$ cat src/rtl/rx_preamble_strip.sv
// rx_preamble_strip: checks and strips 0x5 preamble and 0xD SFD from a PHY nibble stream, forwarding only the frame body
module rx_preamble_strip #(
    parameter int MIN_PREAMBLE = 4,
    parameter int MAX_PREAMBLE = 15
) (
    input  logic       i_clk,
    input  logic       i_reset,
    input  logic       i_ce,
    input  logic       i_en,
    input  logic       i_v,
    input  logic [3:0] i_d,
    output logic       o_v,
    output logic [3:0] o_d,
    output logic       o_err
);
    typedef enum logic [2:0] {IDLE, PRE, DATA, PASS, DROP} state_t;
    state_t state, state_n;
    logic [4:0] count, count_n;
    logic v_n, err_n;
    logic [3:0] d_n;
    always_comb begin
        state_n = state;
        count_n = count;
        v_n = 1'b0;
        d_n = 4'd0;
        err_n = 1'b0;
        case (state)
            IDLE:
                if (i_v) begin
                    if (!i_en) begin
                        state_n = PASS;
                        v_n = 1'b1;
                        d_n = i_d;
                    end else if (i_d == 4'h5) begin
                        state_n = PRE;
                        count_n = 5'd1;
                    end else begin
                        state_n = DROP;
                        err_n = 1'b1;
                    end
                end
            PRE:
                if (!i_v) begin
                    state_n = IDLE;
                    err_n = 1'b1;
                end else if (i_d == 4'h5 && count < 5'(MAX_PREAMBLE)) begin
                    count_n = count + 5'd1;
                end else if (i_d == 4'hD && count >= 5'(MIN_PREAMBLE)) begin
                    state_n = DATA;
                end else begin
                    state_n = DROP;
                    err_n = 1'b1;
                end
            DATA, PASS: begin
                v_n = i_v;
                d_n = i_v ? i_d : 4'd0;
                state_n = i_v ? state : IDLE;
            end
            DROP: state_n = i_v ? DROP : IDLE;
            default: state_n = DROP;
        endcase
    end
    // Reset lands in DROP so a packet already on the wire is ignored until its i_v gap
    always_ff @(posedge i_clk) begin
        if (i_reset) begin
            state <= DROP;
            count <= 5'd0;
            o_v <= 1'b0;
            o_d <= 4'd0;
            o_err <= 1'b0;
        end else if (i_ce) begin
            state <= state_n;
            count <= count_n;
            o_v <= v_n;
            o_d <= d_n;
            o_err <= err_n;
        end
    end
endmodule

$ cat config.mk
export PLATFORM = sky130hd
export DESIGN_NAME = rx_preamble_strip
export DESIGN_NICKNAME = d
export VERILOG_FILES = /design/src/rtl/rx_preamble_strip.sv
export SDC_FILE = /design/constraint.sdc
export NUM_CORES = 1
export LEC_CHECK = 0
export BUFFER_PORTS_ARGS = -buffer_cell sky130_fd_sc_hd__buf_4
export CAP_MARGIN = 20
export CORE_MARGIN = 3
export CORE_UTILIZATION = 57
export CTS_BUF_LIST = sky130_fd_sc_hd__clkbuf_16
export DETAILED_ROUTE_END_ITERATION = 6
export PLACE_DENSITY_LB_ADDON = 0.2
export SLEW_MARGIN = 0
export SYNTH_ARGS = -nofsm -noshare
export SYNTH_HDL_FRONTEND = slang
export SYNTH_SLANG_ARGS = --single-unit
$ cat constraint.sdc
create_clock -name i_clk -period 3.75 [get_ports i_clk]
set_input_delay 0.375 -clock i_clk [delete_from_list [all_inputs] [get_ports i_clk]]
set_output_delay 0.375 -clock i_clk [all_outputs]
set_load 0.1 [all_outputs]
==> results_dict.tcl, run 1 <==
set metrics [dict create \
    status "finished, final reports clean" \
    synthMuxAreaShare_pct 0 \
    grt.total_usage_pct 23.6 \
    drt_pass1_iterations 4 \
    timing.critical_path.max_delay_family "compound AO/OA/AOI/OAI gates" \
    areal_power_density_over_the_cells_nw_per_um2 395 \
    vdd_drop_max_v 0.000274 \
    detail_route.vias_per_cell 6.46 \
    wl_per_cell_um 15.6 \
    synth.yosys.warnings 0 \
    globalplace.congestion 0.878 \
    hold_viol_final 0 \
    cts.sinks 14 \
    final_max_slew_viol_count 0 \
    grt_pass1_wl_um 3410 \
    cts-buffers-inserted 3 \
    initial_antenna_violation_count 0 \
    synth_top_cells_by_area "sky130_fd_sc_hd__dfxtp_1 (34%), sky130_fd_sc_hd__nor2_1 (4.1%), sky130_fd_sc_hd__a21oi_1 (3.7%)" \
    skew_ns 0.00167 \
    worst_slew_pin_slew_ns 0.390 \
    synth_edf_count 0 \
    cts.root.buffer_cell "sky130_fd_sc_hd__clkbuf_16" \
    required_ns 3.92 \
    yosys.area_share.simple_pct 28.4 \
    cts_tree "built" \
    dpl.hpwl_um 1370 \
    synth.distinct_cells 39 \
    design.portCount 15 \
    final_layout_size_suffix_gt1_share_pct 21.8 \
    timing.critical_path.arrival_ns 1.73 \
    routed-via-count 808 \
    initialDrtViolationCount 16 \
    syn_area_um2 816 \
    hold_buffers 0 \
    fp.dieArea_um2 1920 \
    postPlaceCellArea_um2 917 \
    seq_area_frac_synth_pct 34.4 \
    critical_path_buf_inv_count 0 \
    start_util_pct 61.9 \
    synth_area_leader_cell "sky130_fd_sc_hd__dfxtp_1" \
    route.final.wire_length_um 1950 \
    ant_nets 0 \
    die_height_um 43.8 \
    ctsLongestPathBuffers 2 \
    max-slew-margin-rel_pct 73.6 \
    xor_xnor_share_of_the_synthesized_area_pct 0 \
    placementRows 13 \
    syn_nets 107 \
    stdcell_count 125 \
    critical-path-max-stage-delay_ns 0.41 \
    stdcell_area_um2 996 \
    grt_overflow_total 0 \
    leakagePower_nw 0.408 \
    post-cts-setup-buffer-count 0 \
    port_buffers 14 \
    area_delta_synth_final_pct 22.1 \
    synth.cells.most_frequent "sky130_fd_sc_hd__dfxtp_1 (14), sky130_fd_sc_hd__nor2_1 (9), sky130_fd_sc_hd__a21oi_1 (6), sky130_fd_sc_hd__o21ai_0 (6)" \
    number_of_global_route_vias_before_repair 764 \
    antennaDiodeCount 0 \
    critical_path.max_fanout 6 \
    dp.cells 121 \
    synth_top_cell_area_share_pct 34.4 \
    worstSetupEndpointType "flop" \
    setup_total_negative_slack_ns 0 \
    hold_path_class "primary input to flop" \
    critical_path.startpoint_type "flop" \
    synthFlopType "sky130_fd_sc_hd__dfxtp_1" \
    core_area_um2 1320 \
    post_synthesis_adder_cell_area_fraction_pct 3.07 \
    synth_most_common_cell "sky130_fd_sc_hd__dfxtp_1" \
    fillers 95 \
    flop_and_latch_count_out_of_synthesis 14 \
    worst_skew_pair.late_latency_ns 0.24 \
    num-nets-final 122 \
    setup_viol 0 \
    crit_path_category "flop to flop" \
    clkTransAtPathRegs_ns 0.05 \
    final.min_clock_period_ns 1.55 \
    synthesis.area_per_instance_um2 8.50 \
    syn-instance-count 96 \
    critPathSlowestCell "sky130_fd_sc_hd__or4_1" \
    synth_top_family_by_area "compound AO/OA/AOI/OAI gates" \
    timing.final.crit_share_pct 41.4 \
    timing.fmax_ghz 0.644 \
    postSynth.asyncResetShare_pct 0 \
    critical_path.cell_chain "a41oi_1 -> o21ai_0 -> or4_1 -> a21oi_1" \
    synth-compound-area-share_pct 28.7 \
    grt_start_max_net_pins 14 \
    grt_setup_unrepaired "no" \
    max-cap-violations 0 \
    die_width_um 43.8 \
    ctsResizeCount 0 \
    post-route-drc-count 0 \
    clock_tree.htree_level_count 1 \
]
[cells in the final DEF, fill, tap and decap left out, types with 2 or more instances in the layout]
cell                        netlist  layout
sky130_fd_sc_hd__a21o_1           2       2
sky130_fd_sc_hd__a21oi_1          6       6
sky130_fd_sc_hd__a22oi_1          3       3
sky130_fd_sc_hd__a31oi_1          3       3
sky130_fd_sc_hd__and2_1           2       2
sky130_fd_sc_hd__and3_1           2       2
sky130_fd_sc_hd__buf_4            2      14
sky130_fd_sc_hd__clkbuf_16        0       3
sky130_fd_sc_hd__dfxtp_1         14      14
sky130_fd_sc_hd__ha_1             2       2
sky130_fd_sc_hd__inv_1            5       5
sky130_fd_sc_hd__nand2_1          5       5
sky130_fd_sc_hd__nand4_1          3       3
sky130_fd_sc_hd__nor2_1           9       9
sky130_fd_sc_hd__nor2b_1          2       2
sky130_fd_sc_hd__nor3_1           2       2
sky130_fd_sc_hd__o2111ai_1        3       3
sky130_fd_sc_hd__o21ai_0          6       6
sky130_fd_sc_hd__o2bb2ai_1        2       2
sky130_fd_sc_hd__or4_1            2       2
[metrics by stage]
stage	hold slack [ns]	total power [mW]	utilization [%]	worst slack, ns
after floorplan	0.473	0.181	-	2.23
after global placement	0.453	0.193	69.6	2.09
after detailed placement	0.471	0.194	69.6	2.05
after CTS	0.388	0.396	75.6	2.18
after global routing	0.424	0.407	75.6	2.07
final	0.388	0.393	75.6	2.20
[power breakdown]
part | internal [mW] | switching [mW] | leakage, nW
clock | 0.141 | 0.0602 | 0.0385
sequential | 0.151 | 0.00351 | 0.113
combinational | 0.0147 | 0.0227 | 0.256
total | 0.307 | 0.0864 | 0.408
[layout make-up]
class / instances / area (µm²) / area share, %
timing repair buffer: 14 / 105 / 10.6
clock buffer: 3 / 75.1 / 7.54
inverter: 6 / 22.5 / 2.26
multi-input combinational: 72 / 490 / 49.2
sequential: 14 / 280 / 28.1
clock inverter: 1 / 3.75 / 0.377
tap: 15 / 18.8 / 1.88
[state kept, by name (all words and copies together) (netlist names)]
register  cells
count         5
o_d           4
state         3
o_err         1
o_v           1
[cell families after synthesis]
group | after synthesis
buffers and inverters | 10
adders and majority gates | 2
DFF | 14
AOI/OAI and AO/OA | 34
and+or+nand+nor | 36
[tightest hold or removal path, cell delays in order]
cell	delay, ns
sky130_fd_sc_hd__buf_4	0.09
sky130_fd_sc_hd__a22oi_1	0.05
sky130_fd_sc_hd__nor2_1	0.07
[metal layers]
layer	global-route usage [%]	share of wire (%)	up-vias	wire length, µm
li1	-	-	393	-
met1	31.4	44	383	863
met2	37.2	49	27	948
met3	3.73	5.3	5	104
met4	10.8	1.8	0	36
met5	0	0	-	0
[worst paths after layout]
| kind | endpoint | cells after the start | slack [ns] | startpoint |
|---|---|---|---|---|
| min | o_d[1]$_SDFFE_PP0P_ | 3 | 0.39 | i_d[1] |
| max | count[2]$_SDFFE_PP0P_ | 4 | 2.20 | count[0]$_SDFFE_PP0P_ |
| min reg2reg | o_d[3]$_SDFFE_PP0P_ | 2 | 0.48 | o_d[3]$_SDFFE_PP0P_ |
| max reg2reg | count[2]$_SDFFE_PP0P_ | 4 | 2.20 | count[0]$_SDFFE_PP0P_ |
Note: power is estimated with default switching activity, not from simulation.
==> run 2, diff against run 1 <==
Settings changed: CORE_UTILIZATION 57 to 53.
Clock period 3.75 ns to 1.5 ns, I/O delays scaled along.
==> run 2 against run 1 <==
Net effect:
- via count grew 1.1%
- largest power group unchanged
- maximum frequency grew 7.9%
- die area grew 6.5%
- final cell count grew 1.6%
- register-to-register slack lost 2.1 ns
- global-route usage shrank 0.26 points
- first-iteration DRC count grew 120%
- clock power grew 150%
- flip-flop and latch count is the same
- core utilization shrank 1.3 points
- combinational power grew to 2.5 times the previous value
==> results_dict.tcl, run 2 (synthesis gave the netlist of run 1 again) <==
set metrics [dict create \
    max-cap-violations 0 \
    critical-path-max-stage-delay_ns 0.51 \
    skew_ns 0.000464 \
    fillers 100 \
    post-cts-setup-buffer-count 0 \
    areal_power_density_over_the_cells_nw_per_um2 967 \
    wl_per_cell_um 16.1 \
    ctsLongestPathBuffers 2 \
    timing.fmax_ghz 0.694 \
    route.final.wire_length_um 2050 \
    stdcell_area_um2 1010 \
    setup_total_negative_slack_ns 0 \
    grt_setup_unrepaired "no" \
    leakagePower_nw 0.418 \
    cts.sinks 14 \
    largest_register "count" \
    hold_viol_final 0 \
    cts-buffers-inserted 3 \
    vdd_drop_max_v 0.000597 \
    drt_pass1_iterations 4 \
    final_common_cell "sky130_fd_sc_hd__buf_4" \
    routed-via-count 817 \
    hold_path_class "primary input to flop" \
    critPathSlowestCell "sky130_fd_sc_hd__or4_1" \
    antennaDiodeCount 0 \
    final_max_slew_viol_count 0 \
    number_of_global_route_vias_before_repair 786 \
    stdcell_count 127 \
    crit_path_category "flop to flop" \
    core_area_um2 1370 \
    start_util_pct 59.7 \
    dp.cells 123 \
    dpl.hpwl_um 1410 \
    required_ns 1.66 \
    max-slew-margin-rel_pct 78.2 \
    layout_common_cells "sky130_fd_sc_hd__buf_4 (16), sky130_fd_sc_hd__dfxtp_1 (11), sky130_fd_sc_hd__nor2_1 (9)" \
    grt_pass1_wl_um 3490 \
    final.min_clock_period_ns 1.44 \
    cts_tree "built" \
    area_delta_synth_final_pct 24.4 \
    worst_skew_pair.late_latency_ns 0.24 \
    ant_nets 0 \
    cts.root.buffer_cell "sky130_fd_sc_hd__clkbuf_16" \
    design.portCount 15 \
    largest_registers "count: 5 flops, o_d: 4 flops, state: 3 flops" \
    port_buffers 14 \
    status "finished, final reports clean" \
    grt_start_max_net_pins 14 \
    post-route-drc-count 0 \
    timing.final.crit_share_pct 96.0 \
    initial_antenna_violation_count 0 \
    setup_viol 0 \
    worstSetupEndpointType "flop" \
    clkTransAtPathRegs_ns 0.05 \
    final_layout_size_suffix_gt1_share_pct 25.9 \
    placementRows 13 \
    num-nets-final 124 \
    critical_path.cell_chain "nor2_8 -> nand4_2 -> or4_1 -> a21oi_1" \
    die_width_um 45.2 \
    ctsResizeCount 0 \
    critical_path.startpoint_type "flop" \
    fp.dieArea_um2 2050 \
    largest_register_ffs 5 \
    initialDrtViolationCount 35 \
    detail_route.vias_per_cell 6.43 \
    worst_slew_pin_slew_ns 0.326 \
    timing.critical_path.arrival_ns 1.60 \
    postPlaceCellArea_um2 933 \
    globalplace.congestion 0.870 \
    clock_tree.htree_level_count 1 \
    fin_util_pct 74.3 \
    critical_path.max_fanout 6 \
    hold_buffers 0 \
    grt.total_usage_pct 23.4 \
    grt_overflow_total 0 \
    die_height_um 45.2 \
]
run 2: cell types whose count changed in the layout (fill, tap and decap cells not counted), sizes merged:
cell,change
buf,+2
run 2: final cells by class:
type                    instances  area (µm²)  area share (%)
well taps                      15        18.8            1.85
flip-flops and latches         14         284            28.0
clock inverters                 1        3.75           0.370
inverters                       6        22.5            2.22
repair buffers                 16         120            11.8
multi-input cells              72         490            48.3
clock buffers                   3        75.1            7.40
run 2: critical path: cells and delay by family (launching register included):
family | cells | cell delay [ns]
AND/OR/NAND/NOR | 3 | 0.80
flip-flops | 1 | 0.38
AO/OA/AOI/OAI | 1 | 0.18
run 2: layer usage:
| layer | global-route usage (%) | share of wire, % | vias up |
|---|---|---|---|
| met5 | 0 | 0 | - |
| met2 | 34.7 | 46 | 40 |
| li1 | - | - | 396 |
| met3 | 4.38 | 6.5 | 7 |
| met1 | 30.8 | 45 | 374 |
| met4 | 14.6 | 2.6 | 0 |
run 2: path summary, 6_finish.rpt:
check / start / endpoint / slack (ns) / cells after the start
setup reg to reg: state[1]$_SDFFE_PP0P_ / count[2]$_SDFFE_PP0P_ / 0.06 / 4
hold / removal: i_d[1] / o_d[1]$_SDFFE_PP0P_ / 0.16 / 3
setup / recovery: state[1]$_SDFFE_PP0P_ / count[2]$_SDFFE_PP0P_ / 0.06 / 4
hold reg to reg: o_d[3]$_SDFFE_PP0P_ / o_d[3]$_SDFFE_PP0P_ / 0.47 / 2
run 2: metrics by stage:
stage	total power [mW]	worst slack [ns]	hold WS, ns
floorplan	0.453	0.109	0.294
global placement	0.484	0.0621	0.404
detailed placement	0.485	0.0143	0.413
CTS	0.988	0.0377	0.163
global route	1.02	0.00820	0.192
finish	0.982	0.0598	0.161
run 2: report_power, final:
group | leakage (nW) | internal (mW) | switching, mW | total [mW]
combinational | 0.266 | 0.0372 | 0.0575 | 0.0948
clock | 0.0385 | 0.352 | 0.149 | 0.501
sequential | 0.114 | 0.378 | 0.00814 | 0.386
total | 0.418 | 0.767 | 0.214 | 0.982
==> run 3, diff against run 2 <==
==> constraint.sdc (replaced) <==
create_clock -name i_clk -period 1.5 [get_ports i_clk]
set_input_delay 0 -clock i_clk [delete_from_list [all_inputs] [get_ports i_clk]]
set_output_delay 0 -clock i_clk [all_outputs]
set_load 0.1 [all_outputs]
==> run 3 against run 2 <==
Net effect:
- hold slack lost 0.13 ns
- final cell count shrank 0.79%
- core utilization shrank 0.27 points
- largest power group unchanged
- highest routed layer unchanged
==> results_dict.tcl, run 3 (synthesis gave the netlist of run 1 again) <==
set metrics [dict create \
    hold_viol_final 0 \
    design.portCount 15 \
    timing.final.crit_share_pct 95.7 \
    areal_power_density_over_the_cells_nw_per_um2 969 \
    p_switching_mw 0.213 \
    final.min_clock_period_ns 1.43 \
    number_of_global_route_vias_before_repair 764 \
    start_util_pct 59.7 \
    cts.sinks 14 \
    critical-path-max-stage-delay_ns 0.51 \
    initialDrtViolationCount 16 \
    route.final.wire_length_um 2020 \
    routed-via-count 801 \
    power.share.sequential_pct 39.5 \
    vdd_drop_max_v 0.000814 \
    core_area_um2 1370 \
    antennaDiodeCount 0 \
    sw_frac_of_total_pct 21.7 \
    timing.hold.ws_ns 0.0289 \
    grt.busiest_layer "met2" \
    finalWorstSetupSlack_ns 0.0651 \
    grt_overflow_total 0 \
    cts-buffers-inserted 3 \
    timing.critical_path.arrival_ns 1.61 \
    p_comb_share_pct 9.7 \
    critical_path.max_fanout 6 \
    placementRows 13 \
    wl_per_cell_um 16.0 \
    required_ns 1.67 \
    ctsResizeCount 0 \
    internal-power_mw 0.767 \
    ant_nets 0 \
    post-cts-setup-buffer-count 0 \
    post-route-drc-count 0 \
    max-slew-margin-rel_pct 79.3 \
    die_width_um 45.2 \
    area_delta_synth_final_pct 23.9 \
    leakagePower_nw 0.416 \
    cts.root.buffer_cell "sky130_fd_sc_hd__clkbuf_16" \
    final_common_cell "sky130_fd_sc_hd__buf_4" \
    final_layout_size_suffix_gt1_share_pct 26.1 \
    largest_register_ffs 5 \
    skew_ns 0.00192 \
    fin_util_pct 74.0 \
    ctsLongestPathBuffers 2 \
    largest_register "count" \
    met1_usage_pct 30.0 \
    critPathSlowestCell "sky130_fd_sc_hd__or4_1" \
    max-cap-violations 0 \
    grt_setup_unrepaired "no" \
    port_buffers 14 \
    detail_route.vias_per_cell 6.36 \
    worst_skew_pair.late_latency_ns 0.24 \
    drt_pass1_iterations 4 \
    crit_path_category "flop to flop" \
    setup_viol 0 \
    critical_path.startpoint_type "flop" \
    routing_usage_on_met2_pct 35.6 \
    power_frac_clock_pct 50.8 \
    status "finished, final reports clean" \
    clkTransAtPathRegs_ns 0.05 \
    dpl.hpwl_um 1430 \
    setup_total_negative_slack_ns 0 \
    worst_slew_pin_slew_ns 0.310 \
    grt.total_usage_pct 23.0 \
    globalplace.congestion 0.865 \
    hold_path_class "primary input to flop" \
    critical_path.cell_chain "nor2_8 -> nand4_2 -> or4_1 -> a21oi_1" \
    worstSetupEndpointType "flop" \
    place_worst_setup_slack_ns 0.0932 \
    layout_common_cells "sky130_fd_sc_hd__buf_4 (15), sky130_fd_sc_hd__dfxtp_1 (11), sky130_fd_sc_hd__nor2_1 (9)" \
    critical_path_buf_inv_count 0 \
    clock_tree.htree_level_count 1 \
    hold_buffers 0 \
    grt_start_max_net_pins 14 \
    timing.critical_path.max_delay_family "simple AND/OR/NAND/NOR gates" \
    num-nets-final 123 \
    largest_registers "count: 5 flops, o_d: 4 flops, state: 3 flops" \
    final_max_slew_viol_count 0 \
    met3_usage_pct 5.98 \
    power.total_mw 0.979 \
    fp.dieArea_um2 2050 \
    cts_tree "built" \
    grt_pass1_wl_um 3460 \
    die_height_um 45.2 \
    initial_antenna_violation_count 0 \
    timing.fmax_ghz 0.697 \
]
## run 3: changes by cell type in the layout (fill, tap and decap cells not counted), sizes merged
cell and change:
buf -1
## run 3: final cells by class
class / count / area, µm²
clock buffer: 3 / 75.1
timing repair buffer: 15 / 113
fill: 97 / 355
tap: 15 / 18.8
clock inverter: 1 / 3.75
inverter: 6 / 22.5
sequential: 14 / 284
multi-input combinational: 72 / 494
## run 3: power by group through the flow
| stage | clock network (mW) | registers [mW] | logic, mW |
|---|---|---|---|
| finish | 0.498 | 0.386 | 0.0953 |
| global route | 0.522 | 0.386 | 0.106 |
| CTS | 0.501 | 0.386 | 0.0936 |
| detailed placement | 0 | 0.393 | 0.0929 |
| global placement | 0 | 0.392 | 0.0906 |
| floorplan | 0 | 0.402 | 0.0510 |
## run 3: metrics by stage
stage / instances / instance area [µm²]
after floorplan: 96 / 817
after global placement: 122 / 926
after detailed placement: 122 / 926
after CTS: 126 / 1000
after global routing: 126 / 1010
final: 126 / 1010
## run 3: final timing paths
check             cells after the start                     to  slack, ns                   from
hold / removal                        3    o_d[1]$_SDFFE_PP0P_       0.03                 i_d[1]
setup / recovery                      4  count[2]$_SDFFE_PP0P_       0.07  state[2]$_SDFFE_PP1P_
hold reg to reg                       2    o_d[3]$_SDFFE_PP0P_       0.47    o_d[3]$_SDFFE_PP0P_
setup reg to reg                      4  count[2]$_SDFFE_PP0P_       0.07  state[2]$_SDFFE_PP1P_
## run 3: tightest hold or removal path: stages
cell and delay [ns]:
sky130_fd_sc_hd__buf_4 0.09, sky130_fd_sc_hd__a22oi_1 0.05, sky130_fd_sc_hd__nor2_1 0.09
## run 3: layer usage
| layer | vias to the layer above | routed length [µm] |
|---|---|---|
| met4 | 0 | 11 |
| met2 | 30 | 986 |
| li1 | 399 | - |
| met1 | 370 | 900 |
| met5 | - | 0 |
| met3 | 2 | 117 |
